===== config.mk =====
export PLATFORM = sky130hd
export DESIGN_NAME = snn_input_loader
export DESIGN_NICKNAME = d
export VERILOG_FILES = /design/src/rtl/snn_pkg.sv /design/src/rtl/ram_input_unit.sv /design/src/rtl/snn_input_loader.sv
export SDC_FILE = /design/constraint.sdc
export NUM_CORES = 1
export LEC_CHECK = 0
export CAP_MARGIN = 20
export CORE_UTILIZATION = 57
export CTS_CLUSTER_DIAMETER = 150
export CTS_CLUSTER_SIZE = 12
export DETAILED_ROUTE_END_ITERATION = 8
export PLACE_DENSITY_LB_ADDON = 0.3
export SLEW_MARGIN = 20
export SYNTH_ARGS = -nofsm -noshare
export SYNTH_HDL_FRONTEND = slang
export SYNTH_HIERARCHICAL = 1
export SYNTH_SLANG_ARGS = --single-unit

===== constraint.sdc =====
create_clock -name clk -period 11.4 [get_ports clk]
set_input_delay 2.85 -clock clk [delete_from_list [all_inputs] [get_ports clk]]
set_output_delay 2.85 -clock clk [all_outputs]
set_load 0.1 [all_outputs]

===== src/rtl/snn_pkg.sv =====
// Shared constants and FSM encoding for the SNN input path.
// Image geometry plus loader state codes.
package snn_pkg;

  localparam int NUM_PIXELS = 784;
  localparam int NUM_BYTES  = 98;
  localparam int ADDR_W     = 10;

  typedef logic [2:0] state_t;

  localparam state_t IDLE      = 3'd0;
  localparam state_t WAIT_BYTE = 3'd1;
  localparam state_t UNPACK    = 3'd2;
  localparam state_t FIRE      = 3'd3;
  localparam state_t RUN       = 3'd4;

endpackage


===== src/rtl/ram_input_unit.sv =====
// 784x1 input-unit RAM, one sync write port, one sync read port.
// Out-of-range write addresses are dropped.
module ram_input_unit
  import snn_pkg::*;
(
  input  logic              clk,
  input  logic              data,
  input  logic [ADDR_W-1:0] addr_w,
  input  logic              we,
  input  logic [ADDR_W-1:0] addr_r,
  output logic              q
);

  logic mem [NUM_PIXELS];

  // Registered write and registered read.
  always_ff @(posedge clk) begin
    if (we && (addr_w < ADDR_W'(NUM_PIXELS)))
      mem[addr_w] <= data;
    q <= mem[addr_r];
  end

endmodule


===== src/rtl/snn_input_loader.sv =====
// Byte-to-pixel unpacker feeding the SNN core input RAM.
// Loads 98 bytes LSB first, fires start, then waits for done.
module snn_input_loader
  import snn_pkg::*;
(
  input  logic              clk,
  input  logic              rst_n,
  input  logic              rx_rdy,
  input  logic [7:0]        rx_data,
  output logic              clr_rx_rdy,
  input  logic [ADDR_W-1:0] addr_input_unit,
  output logic              q_input,
  output logic              start,
  input  logic              done,
  output logic              busy
);

  state_t      state;
  logic [7:0]  shreg;
  logic [6:0]  byte_cnt;
  logic [2:0]  bit_cnt;
  logic        rd_vld;
  logic        ram_q;
  logic        we;
  logic [ADDR_W-1:0] addr_w;

  assign we     = (state == UNPACK);
  assign addr_w = {byte_cnt, bit_cnt};

  ram_input_unit u_ram (
    .clk    (clk),
    .data   (shreg[0]),
    .addr_w (addr_w),
    .we     (we),
    .addr_r (addr_input_unit),
    .q      (ram_q)
  );

  // Masks the unreset RAM output until the first read has completed.
  always_ff @(posedge clk or negedge rst_n) begin
    if (!rst_n) rd_vld <= 1'b0;
    else        rd_vld <= 1'b1;
  end

  assign q_input = ram_q & rd_vld;

  // Load sequencer: accept byte, unpack 8 bits, fire, wait for done.
  always_ff @(posedge clk or negedge rst_n) begin
    if (!rst_n) begin
      state      <= IDLE;
      shreg      <= '0;
      byte_cnt   <= '0;
      bit_cnt    <= '0;
      clr_rx_rdy <= 1'b0;
      start      <= 1'b0;
      busy       <= 1'b0;
    end else begin
      clr_rx_rdy <= 1'b0;
      start      <= 1'b0;
      case (state)
        IDLE: begin
          if (rx_rdy) begin
            shreg      <= rx_data;
            clr_rx_rdy <= 1'b1;
            busy       <= 1'b1;
            state      <= UNPACK;
          end
        end
        WAIT_BYTE: begin
          if (rx_rdy) begin
            shreg      <= rx_data;
            clr_rx_rdy <= 1'b1;
            state      <= UNPACK;
          end
        end
        UNPACK: begin
          shreg   <= shreg >> 1;
          bit_cnt <= bit_cnt + 3'd1;
          if (bit_cnt == 3'd7) begin
            if (byte_cnt == 7'(NUM_BYTES - 1)) begin
              byte_cnt <= '0;
              start    <= 1'b1;
              state    <= FIRE;
            end else begin
              byte_cnt <= byte_cnt + 7'd1;
              state    <= WAIT_BYTE;
            end
          end
        end
        FIRE: begin
          state <= RUN;
        end
        RUN: begin
          if (done) begin
            busy  <= 1'b0;
            state <= IDLE;
          end
        end
        default: state <= IDLE;
      endcase
    end
  end

endmodule


==> flow_summary_export.csv <==
group,metric,value,unit
run_status,run_status,"finished clean",
route,drt_iter0_markers,3074,
synth,syn_inst,2504,
synth,synth_flop_cell,"edfxtp_1",
setup_path,critPathKind,"primary input to flop",
placement,post_dp_cell_area,35900,sq um
route,via_count,21589,
floorplanning,num_rows,90,
placement,gp_congestion,0.867,
floorplanning,die_area,62800,sq um
finish,final_area,38100,sq um
placement,place_ws,5040,ps
clocking,cts.sinks,810,
power,p_per_area,186,nW/um^2
sta,fin_crit_sh,51.1,%
clocking,cts_setup_buffers,0,
floorplanning,start_util,58.0,%
synth,yosysTopAreaCell,"edfxtp_1",
floorplanning,fp.dieW,251,microns
synth,ys_ff_latch,810,
sta,fin_setup_tns,0,ps
floorplanning,core,60700,sq um
placement,port-buffer-count,25,
clocking,cts_tree,"done",
hold_path,hold_path_class,"flop to flop",
sta,finalSetupViolations,0,
sta,rsz0062_at_grt,"false",
global_route,grt_pass1_vias,21252,
sta,hold_slack,480,ps
global_route,grt.overflow.total,0,
setup_path,worstPathRequired,11930,ps
finish,fillCellCount,4327,
clocking,clk_pin_slew_worst_paths,60,ps
route,viasPerCell,6.67,
sta,post-route-min-period,5820,ps
route,routedWlPerCell,28.6,microns
synth,synth_area_leaders,"edfxtp_1 67%, mux4_2 11%, nor2_1 8.8%, mux2i_1 1.8%, dfrtp_1 1.8%",
synth,seq_area_frac_synth,68.7,%
clocking,clockBufferDepth,3,
global_route,grt_pass1_wl,135000,microns
clocking,cts-htree-levels,3,
power,ir_drop,0.474,mV
route,wl,92600,microns
synth,avgSynthCellArea,14.1,sq um
synth,synth-async-reset-ratio,3.09,%
setup_path,critPathCaptureType,"flop",
setup_path,path_max_fanout,25,
synth,yosysWarnings,6,
sta,hold_viol_final,0,
synth,synth_top_cell_area_share,66.8,%
sta,finalMaxSlewViolations,0,
sta,fin_ws,5580,ps
floorplanning,io_pins,26,
sta,fin_skew,20.9,ps
sta,relSlewSlack,22.4,%
route,drc,0,
finish,area_growth,8.07,%
global_route,grt_start_max_net_pins,274,
synth,synth_edf_count,784,
finish,antenna_cells,0,
clocking,cts_buffers,77,
clocking,hold_buffers,0,
job,maxCapViolCount,0,
synth,synthDistinctLibCells,70,
finish,drive_gt1_share,14.1,%
route,first_pass_iters,5,
placement,dpl.hpwl,50100,microns
clocking,cts-root-buf,"clkbuf_16",
finish,fin_nets,2466,
sta,fmax,172,MHz
global_route,antenna_found_initial,2,
synth,synthesis.nets,2530,
floorplanning,die_h,251,microns
power,p_leak,11.4,nW
setup_path,crit_path_start_kind,"primary input",
setup_path,cp.arrival,6350,ps
route,ant_nets,0,
synth,synthesis.area,35200,sq um
clocking,clock_latency,640,ps
global_route,track_usage,30.0,%
sta,worst_pin_slew,1160,ps
synth,synth_common_cells,"825 x nor2_1, 784 x edfxtp_1, 170 x mux4_2",
synth,synth.most_common_cell,"nor2_1",
clocking,cts.repair.resized,0,
-- where the power goes --
group	internal, mW	switching (mW)	leakage [nW]
clock	1.24	1.04	1.01
sequential	3.74	0.0743	7.41
combinational	0.196	0.792	3.03
total	5.17	1.91	11.4
-- critical path: stages --
cell and delay, ps:
buf_2 80, buf_4 400, buf_4 440, nand2_1 610
o221ai_1 470, a21oi_1 100, nor3_1 580, nor3_1 130
or3_1 370, o311ai_1 270
-- layer usage --
| layer | vias up | share of wire, % | GRT usage (%) |
|---|---|---|---|
| li1 | 9001 | - | - |
| met1 | 11017 | 36 | 40.0 |
| met2 | 1355 | 48 | 47.8 |
| met3 | 212 | 12 | 7.01 |
| met4 | 4 | 4.0 | 12.8 |
| met5 | - | 0.028 | 0 |
-- flip-flops by register name (all words and copies together), names as in the netlist --
register    flops
shreg           8
state           3
u_ram/mem     784
rd_vld          1
bit_cnt         3
byte_cnt        7
clr_rx_rdy      1
busy            1
start           1
u_ram/q         1
-- kinds of logic (layout without fill, tap and decap cells) --
logic type,Yosys count,after routing,synth area share [%]
buf+inv,232,185,2.96
mux,241,241,12.9
other cells,1,1,0.0106
simple gates,1051,1051,12.0
compound gates,163,163,3.25
xor+xnor,2,2,0.0497
flops,810,810,68.7
fa+ha+maj,4,4,0.142
-- area by class of cell --
| class | count | area, sq um | share of cell area [%] |
|---|---|---|---|
| Sequential cell | 810 | 24200 | 63.5 |
| Multi-Input combinational cell | 1462 | 10000 | 26.4 |
| Clock buffer | 91 | 2020 | 5.31 |
| Tap cell | 782 | 978 | 2.57 |
| Timing Repair Buffer | 79 | 744 | 1.96 |
| Clock inverter | 5 | 58.8 | 0.154 |
| Inverter | 10 | 37.5 | 0.0986 |
-- metrics by stage --
step | cells | power [mW] | util, %
after floorplan | 2504 | 4.74 | -
after global placement | 3138 | 4.78 | 59.1
after detailed placement | 3139 | 4.83 | 59.1
after CTS | 3235 | 7.08 | 62.5
after global routing | 3239 | 7.28 | 62.7
final | 3239 | 7.08 | 62.7
-- path summary, 6_finish.rpt --
check | start | to | slack, ps | cells after the start
hold reg to reg | shreg[1]$_DFFE_PN0P_ | shreg[1]$_DFFE_PN0P_ | 480 | 2
max in group asynchronous | rst_n | shreg[0]$_DFFE_PN0P_ | 8760 | 1
setup reg to reg | state[1]$_DFFE_PN0P_ | u_ram/mem[372]$_DFFE_PP_ | 7270 | 8
setup / recovery | addr_input_unit[2] | u_ram/q$_DFF_P_ | 5580 | 10
min in group asynchronous | rst_n | shreg[2]$_DFFE_PN0P_ | 2210 | 1
hold / removal | shreg[1]$_DFFE_PN0P_ | shreg[1]$_DFFE_PN0P_ | 480 | 2
-- layout by cell type (no fill, tap or decap), drive strengths merged, types with 22 or more instances in the layout --
cell type,n
nor3,22
edfxtp,784
mux2i,63
a21oi,26
mux4,170
dfrtp,25
nor2,825
clkbuf,92
nand2,117
a22oi,24
buf,59
No activity file was read; power rests on OpenSTA's default activity.
